## src/rtl/d_x_dispatch_pkg.sv

```systemverilog
// Shared types for the decode-to-execute dispatch path: micro-op encoding,
// execute-unit classes and the buffered message layout.
package d_x_dispatch_pkg;

    localparam int unsigned ADDR_BITS = 32;
    localparam int unsigned DATA_BITS = 32;
    localparam int unsigned UOP_BITS  = 5;

    typedef enum logic [UOP_BITS-1:0] {
        UOP_ADD,
        UOP_SUB,
        UOP_AND,
        UOP_OR,
        UOP_XOR,
        UOP_SLT,
        UOP_MUL,
        UOP_DIV,
        UOP_LW,
        UOP_SW,
        UOP_BEQ,
        UOP_BNE,
        UOP_JAL
    } rv_uop;

    typedef enum logic [1:0] {
        UNIT_ALU  = 2'd0,
        UNIT_MUL  = 2'd1,
        UNIT_MEM  = 2'd2,
        UNIT_CTRL = 2'd3
    } exec_unit_e;

    typedef struct packed {
        logic [ADDR_BITS-1:0] pc;
        logic [DATA_BITS-1:0] op1;
        logic [DATA_BITS-1:0] op2;
        rv_uop                uop;
    } d_x_msg_t;

    function automatic exec_unit_e uop_unit(input rv_uop uop);
        case (uop)
            UOP_MUL, UOP_DIV:          return UNIT_MUL;
            UOP_LW, UOP_SW:            return UNIT_MEM;
            UOP_BEQ, UOP_BNE, UOP_JAL: return UNIT_CTRL;
            default:                   return UNIT_ALU;
        endcase
    endfunction

endpackage

```

## src/rtl/d_x_dispatch_queue.sv

```systemverilog
// Two-entry in-order buffer with enqueue, dequeue and flush; flush wins over
// everything and returns both pointers to zero.
module d_x_dispatch_queue #(
    parameter int unsigned p_width = 8
) (
    input  logic               clk,
    input  logic               rst,
    input  logic               enq,
    input  logic [p_width-1:0] enq_data,
    input  logic               deq,
    input  logic               flush,
    output logic [p_width-1:0] head_data,
    output logic [1:0]         count
);

    logic [p_width-1:0] mem [2];
    logic               head_q, head_d;
    logic               tail_q, tail_d;
    logic [1:0]         count_q, count_d;

    always_ff @(posedge clk or posedge rst) begin
        if (rst) begin
            head_q  <= 1'b0;
            tail_q  <= 1'b0;
            count_q <= 2'd0;
        end else begin
            head_q  <= head_d;
            tail_q  <= tail_d;
            count_q <= count_d;
        end
    end

    // Entry contents need no reset; count gates their visibility.
    always_ff @(posedge clk) begin
        if (enq && !flush) begin
            mem[tail_q] <= enq_data;
        end
    end

    always_comb begin
        head_d  = head_q;
        tail_d  = tail_q;
        count_d = count_q;
        if (flush) begin
            head_d  = 1'b0;
            tail_d  = 1'b0;
            count_d = 2'd0;
        end else begin
            if (enq) begin
                tail_d = ~tail_q;
            end
            if (deq) begin
                head_d = ~head_q;
            end
            if (enq && !deq) begin
                count_d = count_q + 2'd1;
            end else if (deq && !enq) begin
                count_d = count_q - 2'd1;
            end
        end
    end

    assign head_data = mem[head_q];
    assign count     = count_q;

endmodule

```

## src/rtl/d_x_dispatch.sv

```systemverilog
// D->X dispatch: buffers decoded micro-ops, steers the head entry to one
// execute unit by class and merges unit squashes back to decode.
module d_x_dispatch
    import d_x_dispatch_pkg::*;
#(
    parameter int unsigned p_addr_bits = 32,
    parameter int unsigned p_data_bits = 32,
    parameter int unsigned p_num_units = 2
) (
    input  logic                               clk,
    input  logic                               rst,
    input  logic                               d_val,
    output logic                               d_rdy,
    input  logic [p_addr_bits-1:0]             d_pc,
    input  logic [p_data_bits-1:0]             d_op1,
    input  logic [p_data_bits-1:0]             d_op2,
    input  rv_uop                              d_uop,
    output logic                               d_squash,
    output logic [p_addr_bits-1:0]             d_branch_target,
    output logic [p_num_units-1:0]             x_val,
    input  logic [p_num_units-1:0]             x_rdy,
    output logic [p_addr_bits-1:0]             x_pc,
    output logic [p_data_bits-1:0]             x_op1,
    output logic [p_data_bits-1:0]             x_op2,
    output rv_uop                              x_uop,
    input  logic [p_num_units-1:0]             x_squash,
    input  logic [p_num_units*p_addr_bits-1:0] x_branch_target
);

    localparam int unsigned MsgBits = p_addr_bits + 2 * p_data_bits + UOP_BITS;

    logic [MsgBits-1:0] enq_data;
    logic [MsgBits-1:0] head_data;
    logic [1:0]         count;
    logic               squash_any;
    logic               enq;
    logic               deq;
    exec_unit_e         head_class;
    logic [1:0]         head_unit;

    assign enq_data = {d_pc, d_op1, d_op2, d_uop};

    d_x_dispatch_queue #(
        .p_width (MsgBits)
    ) u_queue (
        .clk       (clk),
        .rst       (rst),
        .enq       (enq),
        .enq_data  (enq_data),
        .deq       (deq),
        .flush     (squash_any),
        .head_data (head_data),
        .count     (count)
    );

    assign x_pc  = head_data[MsgBits-1 -: p_addr_bits];
    assign x_op1 = head_data[UOP_BITS + p_data_bits +: p_data_bits];
    assign x_op2 = head_data[UOP_BITS +: p_data_bits];
    assign x_uop = rv_uop'(head_data[UOP_BITS-1:0]);

    // Registered-state only, so x_rdy never reaches d_rdy combinationally.
    assign d_rdy = (count < 2'd2);

    // A micro-op offered during a squash is younger than the squasher: drop it.
    assign enq = d_val && d_rdy && !squash_any;

    always_comb begin
        head_class = uop_unit(x_uop);
        if (32'(head_class) < p_num_units) begin
            head_unit = 2'(head_class);
        end else begin
            head_unit = 2'd0;
        end
    end

    assign squash_any = |x_squash;
    assign d_squash   = squash_any;

    // x_squash reaches x_val combinationally so a squashed head never issues.
    always_comb begin
        x_val = '0;
        for (int unsigned i = 0; i < p_num_units; i++) begin
            x_val[i] = (count != 2'd0) && (head_unit == 2'(i)) && !squash_any;
        end
    end

    assign deq = |(x_val & x_rdy);

    // Scan high to low so the lowest-index squashing unit supplies the target.
    always_comb begin
        d_branch_target = '0;
        for (int i = int'(p_num_units) - 1; i >= 0; i--) begin
            if (x_squash[i]) begin
                d_branch_target = x_branch_target[i*p_addr_bits +: p_addr_bits];
            end
        end
    end

endmodule

```

## config.mk

```make
export PLATFORM = sky130hd
export DESIGN_NAME = d_x_dispatch
export DESIGN_NICKNAME = d
export VERILOG_FILES = /design/src/rtl/d_x_dispatch_pkg.sv /design/src/rtl/d_x_dispatch_queue.sv /design/src/rtl/d_x_dispatch.sv
export SDC_FILE = /design/constraint.sdc
export NUM_CORES = 1
export LEC_CHECK = 0
export CORE_MARGIN = 10
export CORE_UTILIZATION = 50
export DETAILED_ROUTE_END_ITERATION = 8
export DONT_BUFFER_PORTS = 1
export GPL_TIMING_DRIVEN = 0
export MAX_ROUTING_LAYER = met4
export PLACE_DENSITY_LB_ADDON = 0.25
export SKIP_CTS_REPAIR_TIMING = 1
export SLEW_MARGIN = 40
export SYNTH_ARGS = -nofsm -noshare
export SYNTH_HDL_FRONTEND = slang
export SYNTH_SLANG_ARGS = --single-unit
```

## constraint.sdc

```tcl
create_clock -name clk -period 15.7 [get_ports clk]
set_input_delay 1.57 -clock clk [delete_from_list [all_inputs] [get_ports clk]]
set_output_delay 1.57 -clock clk [all_outputs]
set_load 0.02 [all_outputs]
```

# Word-level counts from Yosys, hierarchy flattened
# Memories as Yosys holds them, arrays and structs flattened.
# Index checks and enable logic that the tools add are counted.
word_totals:
  reg_bits: 4
  ramBits: 202
  input_bits: 172
  output_inout_bits: 137
  wordCells: 54
  n_memories: 1
memory_table:
  columns: ["name", "depth", "width", "read_ports", "rd_ports_with_merged_regs", "wr", "line_no", "text"]
  rows:
  - ["u_queue.mem", 2, 101, 1, 0, 1, "d_x_dispatch_queue.sv:16", "logic [p_width-1:0] mem [2];"]
classes:
  addsub: 2
  magnitude_cmp: 2
  n_eq_ne: 8
  muxes: 13
  bitwise: 3
  n_reduce_logical: 22
op_table:
  columns: ["operator", "n"]
  rows:
  - ["32-bit two-way mux", 2]
  - ["5-bit by 4-bit equality test with 1-bit output, second input constant", 5]
  - ["5-bit by 3-bit equality test with 1-bit output, second input constant", 2]
  - ["1-bit logical AND", 9]
  - ["2-bit two-way mux", 4]
  - ["2-bit OR reduction", 4]
  - ["1-bit two-way mux", 6]
  - ["2-bit case mux with 3 select lines", 1]
  - ["2-bit nonzero test", 3]
  - ["2-bit < comparator, second input constant", 2]
  - ["1-bit zero test", 3]
  - ["3-bit nonzero test", 1]
  - ["3-bit OR reduction", 1]
  - ["2-bit by 1-bit adder with 2-bit output, second input constant", 1]
  - ["2-bit AND", 1]
  - ["2-bit by 1-bit equality test with 1-bit output, second input constant", 1]
  - ["2-bit zero test", 1]
  - ["1-bit NOT", 2]
  - ["2-bit by 1-bit subtractor with 2-bit output, second input constant", 1]

# Logic depth before layout (Yosys ltp)
# An unclocked memory read counts as a cell.
logic_depth:
  depth_word: 15
  ltp_mapped: 5
  mapped_depth_nobuf: 5

# Modules after synthesis
# From an unflattened synthesis, not the netlist that was laid out.
hier_totals:
  cells_unflattened: 388
  hier_area_um2: 8265.4
by_module_without_submodules:
  columns: ["mod", "n_inst", "cells_per_inst", "area_per_inst_um2", "seq_area_each_um2"]
  rows:
  - ["d_x_dispatch_queue", 1, 333, 7843.8, 6165.9]
  - ["d_x_dispatch", 1, 55, 421.7, 0.0]

# Least setup slack after synthesis
# Ideal clock, no wire load.
synth_timing:
  path_kind: "in2reg"
  startpoint: "in x_squash[0]"
  endpoint: "mem u_queue.mem[0][0] (netlist name) (enable)"
  setup_ns: 0.684
  arrival_time_ns: 9.192
  required_time_ns: 15.016
  slack_ns: 5.824
  path_stages: 4
  n_path_buf: 2
  path_cell_list: "clkbuf_1 > or2_2 > clkbuf_1 > nor3_1"
synth_via:
  elab_chain_len: 6
synth_lines:
  columns: ["element", "line_no", "text"]
  rows:
  - ["from (decl)", "d_x_dispatch.sv:26", "input logic [p_num_units-1:0] x_squash,"]
  - ["2-bit OR reduction (*)", "d_x_dispatch.sv:76", "assign squash_any = |x_squash;"]
  - ["named net d_squash", "d_x_dispatch.sv:18", "output logic d_squash,"]
  - ["1-bit zero test (*)", "d_x_dispatch_queue.sv:35, d_x_dispatch.sv:65", null]
  - ["1-bit logical AND", "d_x_dispatch.sv:65", "assign enq = d_val && d_rdy && !squash_any;"]
  - ["1-bit logical AND (*)", "d_x_dispatch_queue.sv:35", "if (enq && !flush) begin"]
  - ["1-bit two-way mux (*)", "d_x_dispatch_queue.sv:35", null]
  - ["1-bit two-way mux (not written as such) (*)", "d_x_dispatch_queue.sv:36", "mem[tail_q] <= enq_data;"]
  - ["to (decl)", "d_x_dispatch_queue.sv:16", null]
# Mark *: on every way through the listed nets, which the timed path passes. The rest lies on a longest branch.

# Final worst setup path
layout_timing:
  startpoint: "in x_squash[0]"
  endpoint: "out x_val[0]"
layout_via:
  elab_chain_len: 3
layout_lines:
  columns: ["element", "line_no", "text"]
  rows:
  - ["2-bit OR reduction", "d_x_dispatch.sv:76", null]
  - ["named net d_squash", "d_x_dispatch.sv:18", null]
  - ["1-bit zero test", "d_x_dispatch.sv:83", "x_val[i] = (count != 2'd0) && (head_unit == 2'(i)) && !squash_any;"]
  - ["1-bit logical AND", "d_x_dispatch.sv:83", null]
  - ["to (decl)", "d_x_dispatch.sv:20", "output logic [p_num_units-1:0] x_val,"]
# The timed path passes the listed nets, and every way through them passes these cells.

==> impl_metrics.yaml <==
logic_synthesis:
  synthFlopType: "sky130_fd_sc_hd__edfxtp_1"
  sequential_element_share_of_the_synthesized_area: 0.782
  syn-num-nets: 562
  synth.top_cell.area_share: 0.769
  synth-edff-count: 202
  post_synth_instance_area_um2: 7880
  syn_inst: 390
  yosysWarnings: 0
  synthTopCellsByArea: "sky130_fd_sc_hd__edfxtp_1 77%, sky130_fd_sc_hd__mux2_2 14%, sky130_fd_sc_hd__a22o_1 3.6%, sky130_fd_sc_hd__dfrtp_1 1.3%, sky130_fd_sc_hd__buf_2 0.51%"
  post_synth_cell_types: 26
  post_synthesis_async_set_or_reset_flop_share: 0.0194
  postSynthRegisterBits: 206
  syn_avg_cell_area_um2: 20.2
  synth_area_leader_cell: "sky130_fd_sc_hd__edfxtp_1"
clock_network:
  worst_skew_pair.late_latency_ps: 490
  numCtsBuffers: 21
  cts_num_sinks: 206
  h-tree-depth: 1
  clkSlewWorstSetupHoldPaths_ps: 60
  ctsRootBufferMaster: "sky130_fd_sc_hd__clkbuf_16"
  cts.path.max_buffers: 3
  cts_tree: "built"
floorplan:
  die_h_um: 146
  design.core.area_um2: 15300
  die_x_um: 146
  number_of_placed_i_o_pins: 309
  initial_core_util: 0.515
  rows: 45
  die-area_um2: 21200
place:
  dp_hpwl_mm: 15.7
  port_buffers: 0
  dp_slack_ps: 10790
  gp_congestion: 0.786
route:
  dr.first_iter.drc_count: 156
  routed-via-count: 3795
  final_antenna_net_count: 0
  vias_cell: 5.65
  detail_route.wl_per_cell_um: 28.8
  detail_route.first_pass.iterations: 5
  wl_mm: 19.4
  drc_errors: 0
sta:
  fmaxAchievable_mhz: 213
  timing.slew.headroom: 0.436
  tns_ps: 0
  setup_viol: 0
  finalWorstSetupSlack_ps: 11000
  period_minus_slack_ps: 4700
  timing_worst_slew_pin_value_ps: 844
  timing.final.hold_violations: 0
  fin_skew_ps: 16.9
  rsz0062_at_grt: "false"
  slew_viol_final: 0
  final.period_utilization: 0.299
setup_path:
  worst_path_largest_cell_delay_ps: 780
  r2r-end: "u_queue.mem[0][62]$_DFFE_PP_"
  critical_path.max_fanout: 9
  critPathCapture: "x_val[0]"
  worst-path-buf-inv: 2
  worst_ep_arrival_time_ps: 3130
  crit_path_start_kind: "input port"
  critical-path-top-delay-family: "simple AND/OR/NAND/NOR gates"
  r2r_start: "u_queue.count[1]$_DFFE_PP0P_"
  cpMaxStageDelayCell: "sky130_fd_sc_hd__nor3b_1"
  worst_setup_path_end_kind: "output port"
  cp.depth: 4
  worst-r2r-cell-count: 9
  critical_path_start: "x_squash[0]"
  crit_path_cell_trace: "clkbuf_1 -> or2_2 -> clkbuf_2 -> nor3b_1"
  cp_data_required_time_ps: 14130
  reg2reg_slack_ps: 12860
  critPathKind: "input port to output port"
layout:
  fin_nets: 618
  syn_to_final_growth_pct: 14.5
  antenna-diode-count: 0
  final_layout_size_suffix_gt1_frac: 0.390
hold_path:
  hp-class: "flop to flop"
status:
  run_status: "finished clean"
grt:
  largest_net_degree_at_the_start_of_global_routing: 15
  grt_pass1_wl_mm: 27.9
  groute.usage.overall: 0.179
  gr-total-overflow: 0
  antenna_found_initial: 0
  grt_pass1_vias: 4190
power:
  total_leakage_power_nw: 2.99
  irDropWorstVdd_mv: 0.0928
  p_per_area_nw_per_um2: 127
flow_run:
  drv_cap: 0
layout make-up:
class,instances,area (um^2)
Clock inverter,14,126
Sequential cell,206,6170
Timing Repair Buffer,33,208
Tap cell,211,264
Clock buffer,24,537
Inverter,3,11.3
Fill cell,1126,6280
Multi-Input combinational cell,160,1630
Buffer,21,90.1
where the power goes:
| part | internal, mW | leakage (nW) | total [mW] | switching, mW |
|---|---|---|---|---|
| Combinational | 0.0169 | 0.784 | 0.0574 | 0.0406 |
| Sequential | 0.616 | 1.89 | 0.618 | 0.00250 |
| Clock | 0.279 | 0.319 | 0.473 | 0.194 |
| Total | 0.912 | 2.99 | 1.15 | 0.237 |
registers in the layout, indices dropped and copies added (netlist names):
register and flops:
u_queue.count 2, u_queue.head_q 1, u_queue.mem 202, u_queue.tail_q 1
worst reg2reg max path: stages, from the launching register on:
cell	delay [ps]
sky130_fd_sc_hd__dfrtp_1	420
sky130_fd_sc_hd__inv_1	280
sky130_fd_sc_hd__nand2_1	180
sky130_fd_sc_hd__nor3_2	450
sky130_fd_sc_hd__buf_4	260
sky130_fd_sc_hd__buf_4	170
sky130_fd_sc_hd__buf_4	170
sky130_fd_sc_hd__buf_2	190
sky130_fd_sc_hd__buf_4	180
sky130_fd_sc_hd__buf_2	240
cells in the mapped netlist (all sizes together), types with 2 or more instances:
master  count
and4bb      2
a21oi       2
clkbuf     10
buf        11
dfrtp       4
nand2       2
a22o       32
edfxtp    202
nor3        4
inv         3
o21ai       2
or2         2
mux2      101
nor2b       2
mux2i       3
nor2        2
cell usage in the layout (no fill, tap or decap), types with 2 or more instances in the layout:
cell type                    synthesis  routed
sky130_fd_sc_hd__clkinv_2            0       3
sky130_fd_sc_hd__mux2_2            101     101
sky130_fd_sc_hd__buf_2               8      24
sky130_fd_sc_hd__bufinv_16           0       2
sky130_fd_sc_hd__a22o_1             32      32
sky130_fd_sc_hd__nor2b_1             2       2
sky130_fd_sc_hd__inv_1               3       3
sky130_fd_sc_hd__nor3_1              4       2
sky130_fd_sc_hd__or2_2               2       2
sky130_fd_sc_hd__nor2_1              2       2
sky130_fd_sc_hd__nor3_2              0       2
sky130_fd_sc_hd__edfxtp_1          202     202
sky130_fd_sc_hd__buf_4               0      17
sky130_fd_sc_hd__nand2_1             2       2
sky130_fd_sc_hd__a21oi_1             2       2
sky130_fd_sc_hd__clkinv_1            0       5
sky130_fd_sc_hd__clkinvlp_4          0       2
sky130_fd_sc_hd__clkbuf_16           0      21
sky130_fd_sc_hd__clkbuf_1           10      12
sky130_fd_sc_hd__buf_1               3       3
sky130_fd_sc_hd__dfrtp_1             4       4
sky130_fd_sc_hd__and4bb_1            2       2
cells by family after synthesis:
logic type      Yosys count  synth area share
mux                     104             0.150
buf+inv                  24            0.0127
flops                   206             0.782
xor+xnor                  1           0.00111
compound gates           36            0.0381
simple gates             19            0.0159
layer usage:
layer | vias to the layer above | wire, um | GRT usage
met3 | 33 | 2580 | 0.102
met1 | 1861 | 5550 | 0.142
li1 | 1679 | - | -
met2 | 222 | 10900 | 0.341
met5 | - | 0 | -
met4 | 0 | 312 | 0.0369
stage by stage:
stage               power (mW)  instance area [um^2]  hold WS (ps)   util  cells
global placement         0.689                  8150           557  0.532    601
floorplan                0.677                  7880           532      -    390
CTS                       1.16                  9030           634  0.590    672
detailed placement       0.689                  8370           623  0.546    634
finish                    1.15                  9030           632  0.590    672
global route              1.19                  9030           649  0.590    672
worst min path at each step:
| stage | to | depth (start not counted) | from | slack [ps] |
|---|---|---|---|---|
| floorplan | u_queue.tail_q$_DFFE_PP0P_ | 2 | u_queue.tail_q$_DFFE_PP0P_ | 530 |
| CTS | u_queue.count[1]$_DFFE_PP0P_ | 2 | u_queue.count[1]$_DFFE_PP0P_ | 630 |
| detailed placement | u_queue.count[1]$_DFFE_PP0P_ | 2 | u_queue.count[1]$_DFFE_PP0P_ | 620 |
| global placement | u_queue.tail_q$_DFFE_PP0P_ | 2 | u_queue.tail_q$_DFFE_PP0P_ | 560 |
| global route | u_queue.tail_q$_DFFE_PP0P_ | 2 | u_queue.tail_q$_DFFE_PP0P_ | 650 |
| finish | u_queue.count[1]$_DFFE_PP0P_ | 2 | u_queue.count[1]$_DFFE_PP0P_ | 630 |
Power figures use the tool's default switching activity.
